--- config.mk ---
export PLATFORM = sky130hd
export DESIGN_NAME = piso_mux_serializer
export DESIGN_NICKNAME = d
export VERILOG_FILES = /design/src/rtl/piso_mux_serializer.sv
export SDC_FILE = /design/constraint.sdc
export NUM_CORES = 1
export LEC_CHECK = 0
export ABC_AREA = 1
export CAP_MARGIN = 25
export CORE_ASPECT_RATIO = 0.7
export CORE_MARGIN = 5
export CORE_UTILIZATION = 30
export DETAILED_ROUTE_END_ITERATION = 10
export DONT_BUFFER_PORTS = 1
export PLACE_DENSITY = 0.5
export SYNTH_ARGS = -nofsm -noshare
export SYNTH_HDL_FRONTEND = slang
export SYNTH_SLANG_ARGS = --single-unit
export TNS_END_PERCENT = 20
--- constraint.sdc ---
create_clock -name clk -period 2.4 [get_ports clk]
set_input_delay 0.36 -clock clk [delete_from_list [all_inputs] [get_ports clk]]
set_output_delay 0.36 -clock clk [all_outputs]
set_load 0.01 [all_outputs]
--- src/rtl/piso_mux_serializer.sv ---
// piso_mux_serializer: parallel-in/serial-out controller that walks an
// external 8:1 mux. The held word (data_q) drives the mux data inputs, sel
// drives its select, and the mux output (mux_y) is captured into a
// registered serial output under a valid/ready handshake.
//
// Optional feature: define PAR_SER_PARITY_EN to append an even-parity bit
// to every frame (9-bit frames, 11-cycle back-to-back period).
// Without it, frames are 8 bits and the back-to-back period is 10 cycles.
module piso_mux_serializer #(
   parameter bit MSB_FIRST = 1'b0
) (
   input  logic       clk,
   input  logic       rst,
   input  logic [7:0] din,
   input  logic       din_valid,
   output logic       din_ready,
   output logic [7:0] data_q,
   output logic [2:0] sel,
   input  logic       mux_y,
   output logic       ser_out,
   output logic       ser_valid,
   input  logic       ser_ready,
   output logic       ser_last
);

   // First and final mux index of a frame, fixed by bit order.
   localparam logic [2:0] START_IDX = MSB_FIRST ? 3'd7 : 3'd0;
   localparam logic [2:0] END_IDX   = MSB_FIRST ? 3'd0 : 3'd7;

`ifdef PAR_SER_PARITY_EN
   typedef enum logic [1:0] {IDLE, SHIFT, LAST, PARITY} state_t;
`else
   typedef enum logic [1:0] {IDLE, SHIFT, LAST} state_t;
`endif

   state_t state;

   logic accept;   // parallel word taken this edge
   logic load;     // output register free to take a new bit
   logic xfer;     // serial bit consumed downstream this edge

   assign accept = din_valid && din_ready;
   assign load   = !ser_valid || ser_ready;
   assign xfer   = ser_valid && ser_ready;

   // Control FSM with all outputs registered; reset wins over any handshake.
   always_ff @(posedge clk) begin
      if (rst) begin
         state     <= IDLE;
         sel       <= START_IDX;
         data_q    <= 8'h00;
         ser_out   <= 1'b0;
         ser_valid <= 1'b0;
         ser_last  <= 1'b0;
         din_ready <= 1'b1;
      end else begin
         case (state)
            IDLE: begin
               if (accept) begin
                  data_q    <= din;
                  sel       <= START_IDX;
                  ser_valid <= 1'b0;
                  ser_last  <= 1'b0;
                  din_ready <= 1'b0;
                  state     <= SHIFT;
               end
            end

            SHIFT: begin
               if (load) begin
                  ser_out   <= mux_y;
                  ser_valid <= 1'b1;
                  if (sel == END_IDX) begin
                     // Final data bit: sel parks on the end index.
`ifdef PAR_SER_PARITY_EN
                     ser_last <= 1'b0;
                     state    <= PARITY;
`else
                     ser_last <= 1'b1;
                     state    <= LAST;
`endif
                  end else if (MSB_FIRST) begin
                     sel <= sel - 3'd1;
                  end else begin
                     sel <= sel + 3'd1;
                  end
               end
            end

`ifdef PAR_SER_PARITY_EN
            PARITY: begin
               // Even parity over the held word closes the frame.
               if (load) begin
                  ser_out   <= ^data_q;
                  ser_valid <= 1'b1;
                  ser_last  <= 1'b1;
                  state     <= LAST;
               end
            end
`endif

            LAST: begin
               // Wait for the closing bit to be taken, then rearm.
               if (xfer) begin
                  ser_valid <= 1'b0;
                  ser_last  <= 1'b0;
                  sel       <= START_IDX;
                  din_ready <= 1'b1;
                  state     <= IDLE;
               end
            end

            default: begin
               state     <= IDLE;
               sel       <= START_IDX;
               ser_valid <= 1'b0;
               ser_last  <= 1'b0;
               din_ready <= 1'b1;
            end
         endcase
      end
   end

endmodule
Yosys cells after proc, flatten, opt, wreduce, memory -nomap -nowiden
Cells that the tools add are included.

storage, ports and cells
  input bits = 13
  output and inout bits = 15
  logic and storage cells = 47
  register bits = 17

operators by class
  add/subtract/negate cells = 1
  reduce and logical (&&, ||, !) cells = 11
  bitwise gates (word level) = 1
  equality and inequality tests = 8
  muxes and demuxes = 19

operators with widths
  cell                                                             number
  3-bit 2-to-1 mux                                                 4
  2-bit != test, second input constant                             5
  1-bit case mux with 3 select lines                               3
  3-bit case mux with 3 select lines                               1
  2-bit 2-to-1 mux                                                 4
  4-bit AND reduction                                              2
  1-bit 2-to-1 mux                                                 6
  2-bit case mux with 3 select lines                               1
  3-bit AND reduction                                              2
  2-bit AND reduction                                              2
  3-bit by 1-bit adder with 3-bit output, second input constant    1
  3-bit == test, second input constant                             1
  2-bit by 1-bit == test with 1-bit output, second input constant  1
  2-bit == test, second input constant                             1
  1-bit logical AND                                                2
  2-bit logical NOT                                                1
  1-bit logical NOT                                                1
  1-bit logical OR                                                 1
  1-bit inverter                                                   1

Depth between registers and ports, before layout
  word-level depth = 4
  mapped depth = 7
  mapped depth without buffers = 7

Worst setup path after synthesis
Ideal clock, no wire load.

  path kind = reg2reg
  start = reg sel[0]
  end = reg sel[1]
  arrival = 1.093 ns
  path slack = 1.193 ns
  clock period less this slack = 1.207 ns
  setup time = 0.114 ns
  cell stages (with the launch flop) = 7
  buffers on the path = 0
  data required time = 2.286 ns
  path through = dfxtp_1 ha_1 ha_1 o21ai_1 nand2_2 nand3_1 nand2_1

on the way
  longest elaborated chain between the ends = 4
  elaborated cells between the ends (all ways) = 7
  classes of those cells = 1 x add/sub; 2 x eq/ne; 3 x mux; 1 x reduce/logical

RTL lines
  element                                 line  RTL
  start, declared                         18    output logic [2:0] sel,
  start signal, assigned                  83    sel <= sel - 3'd1;
  start signal, assigned                  85    sel <= sel + 3'd1;
  3-bit by 1-bit adder with 3-bit output  85
  3-bit 2-to-1 mux                        73    if (sel == END_IDX) begin
  3-bit 2-to-1 mux                        70    if (load) begin
  3-bit case mux with 3 select lines      57    case (state)

Parallel ways exist; a longest one is shown, timed or not. The select of a mux whose other input is x is not followed.
A chain may end at the register's enable or synchronous reset.

Worst setup path after layout
  start = reg din_ready
  end = reg data_q[4]

on the way
  longest elaborated chain between the ends = 2

RTL lines
  element                               line  RTL
  start, declared                       16    output logic din_ready,
  start signal, assigned                55    din_ready <= 1'b1;
  start signal, assigned                64    din_ready <= 1'b0;
  start signal, assigned                108   din_ready <= 1'b1;
  1-bit logical AND                     42    assign accept = din_valid && din_ready;
  2-bit AND reduction (no source line)  --
  end signal, assigned                  60    data_q <= din;
  end, declared                         17    output logic [7:0] data_q,

Every way passes these cells.

==> results.sh <==
export IMPL_outcome="complete, no violations"
export IMPL_port_buffer_count=0
export IMPL_hold_slack_ns=0.1184
export IMPL_power_density_nw_per_um2=1262
export IMPL_grt_max_degree=16
export IMPL_finClkSkew_ns=0.006681
export IMPL_io_pins=28
export IMPL_max_freq_mhz=736.8
export IMPL_post_cts_buffers=0
export IMPL_synth_area_leaders="dfxtp_1 48%, nor2_1 13%, o21ai_1 8.3%"
export IMPL_synthDistinctLibCells=17
export IMPL_clk_latency_ns=0.29
export IMPL_finalNetCount=107
export IMPL_synth_flop_cell="dfxtp_1"
export IMPL_critPathCaptureType="register"
export IMPL_syn_num_nets=103
export IMPL_clk_path_buf_depth=2
export IMPL_n_antenna_cell=0
export IMPL_viasPerCell=4.504
export IMPL_firstDrtPassIters=4
export IMPL_crit_chain="nand2_1 > nor3_4 > inv_2 > nor2_1 > nor2_1"
export IMPL_wl_per_cell_microns=12.10
export IMPL_cts_root_buf="clkbuf_4"
export IMPL_synth_most_common_cell="nor2_1"
export IMPL_slew_viol_final=0
export IMPL_initial_utilization=0.3121
export IMPL_grt_pass1_vias=504
export IMPL_first_iter_violations=30
export IMPL_finalCriticalPeriod_ns=1.357
export IMPL_synth_edf_count=0
export IMPL_critical_path_top_delay_family="simple AND/OR/NAND/NOR gates"
export IMPL_hold_violations=0
export IMPL_critPathArrivalTime_ns=1.55
export IMPL_routabilityCongestion=0.7050
export IMPL_layoutNonFillerInstCount=123
export IMPL_netlist_top_cells_count="23 x nor2_1, 16 x dfxtp_1, 11 x nand2_1, 11 x o21ai_1, 6 x nand3_1"
export IMPL_die_area_sq_um=3281
export IMPL_vias=554
export IMPL_synth_cells=88
export IMPL_ctsHoldBuffers=0
export IMPL_syn_cell_area_sq_um=666.9
export IMPL_cts_buffers=3
export IMPL_crit_buf_inv=1
export IMPL_tns_ns=0
export IMPL_path_common_cell="nor2_1"
export IMPL_area_delta_synth_final_pct=10.88
export IMPL_rsz0062_at_grt="no"
export IMPL_drive_gt1_frac=0.1538
export IMPL_antenna_left=0
export IMPL_hold_path_class="in -> reg"
export IMPL_setup_violations=0
export IMPL_clk_pin_slew_ns=0.10
export IMPL_dp_hpwl_mm=1.093
export IMPL_crit_fanout=9
export IMPL_seq_area_sq_um=320.3
export IMPL_async_reset_ff_frac=0
export IMPL_fin_util=0.3460
export IMPL_wl_mm=1.488
export IMPL_grt_pass1_wl_mm=2.352
export IMPL_drc_errors=0
export IMPL_row_count=14
export IMPL_ys_ff_latch=16
export IMPL_max_stage_delay_ns=0.42
export IMPL_core_area_sq_um=2137
export IMPL_ys_seq_area_frac=0.4803
export IMPL_dp_cells=119
export IMPL_fillers=243
export IMPL_tightest_slew_ns=0.4466
export IMPL_ys_warn_count=0
export IMPL_slowest_stage="dfxtp_1"
export IMPL_cts_tree="done"
export IMPL_die_w_microns=66.36
export IMPL_cp_required_ns=2.59
export IMPL_overflow=0
export IMPL_syn_area_per_cell_sq_um=7.578
export IMPL_grt_usage=0.09679
export IMPL_fin_crit_sh=0.5655
export IMPL_antenna_found_initial=0
export IMPL_htree_levels=1
export IMPL_peakVddDrop_v=0.0003584
export IMPL_yosysTopAreaCell="dfxtp_1"
export IMPL_die_h_microns=49.45
export IMPL_cp_start_kind="register"
export IMPL_slew_headroom=0.7019
export IMPL_yosysTopAreaCellShare=0.4803
export IMPL_numClockSinks=16
export IMPL_power_leakage_nw=0.3259
export IMPL_worst_setup_path_type="reg -> reg"
export IMPL_cts_resized_gates=0
export IMPL_multiInputGateArea_sq_um=312.8
export IMPL_max_cap_violations=0
flip-flops by register name, summed over array words and instances (netlist names):
signal,count
data_q,8
din_ready,1
sel,3
ser_last,1
ser_out,1
ser_valid,1
state,1
cell families (layout without fill, tap and decap cells):
| kind of cell | after synthesis | in the layout | share of synthesized area |
|---|---|---|---|
| AO/OA/AOI/OAI | 15 | 15 | 0.1201 |
| adder cells (fa/ha/maj) | 2 | 2 | 0.03752 |
| buffers and inverters | 9 | 12 | 0.05064 |
| flip-flops | 16 | 16 | 0.4803 |
| AND/OR/NAND/NOR | 46 | 46 | 0.3114 |
per-stage QoR:
step / instance area (sq um) / worst slack (ns) / total power [mW]
after floorplan: 666.9 / 1.193 / 0.6939
after global placement: 703.2 / 1.089 / 0.7584
after detailed placement: 703.2 / 1.047 / 0.7630
after CTS: 739.5 / 1.025 / 0.9470
after global routing: 739.5 / 0.9040 / 1.009
final: 739.5 / 1.043 / 0.9328
layout by cell type, fill, tap and decap left out:
cell type,netlist,final
clkbuf_8,0,1
nor2_1,23,23
a21oi_1,2,2
nor3_1,1,1
nand2_1,11,11
nor2_2,2,2
o21ai_1,11,11
ha_1,2,2
nand3_2,1,1
a21oi_2,1,1
inv_1,4,4
dfxtp_1,16,16
clkbuf_4,0,3
nor3_4,1,1
inv_2,4,4
nand3_1,6,6
a31oi_1,1,1
nand2_2,1,1
cell type report:
class | instances | area share
Inverter | 8 | 0.04061
Sequential cell | 16 | 0.4332
Multi-Input combinational cell | 63 | 0.4230
Clock buffer | 4 | 0.04907
Tap cell | 32 | 0.05415
metal layers:
layer	share of wire	GRT usage	vias to the layer above
li1	-	-	292
met5	0	0	-
met3	0.13	0.07143	2
met4	0.018	0.06081	0
met1	0.44	0.1048	245
met2	0.41	0.1318	15
power breakdown:
part / internal (mW) / leakage (nW) / switching, mW
logic: 0.0989 / 0.173 / 0.192
registers: 0.348 / 0.132 / 0.114
clock network: 0.0924 / 0.0210 / 0.0879
total: 0.539 / 0.326 / 0.393
path summary, 6_finish.rpt:
path,from,end,slack [ns],cells past startpoint
worst max-delay path,din_ready,data_q[4],1.04,5
worst min-delay path,rst,state[0],0.12,1
worst max register to register,din_ready,data_q[4],1.04,5
worst min register to register,din_ready,din_ready,0.54,2
Note: power is estimated with default switching activity, not from simulation.
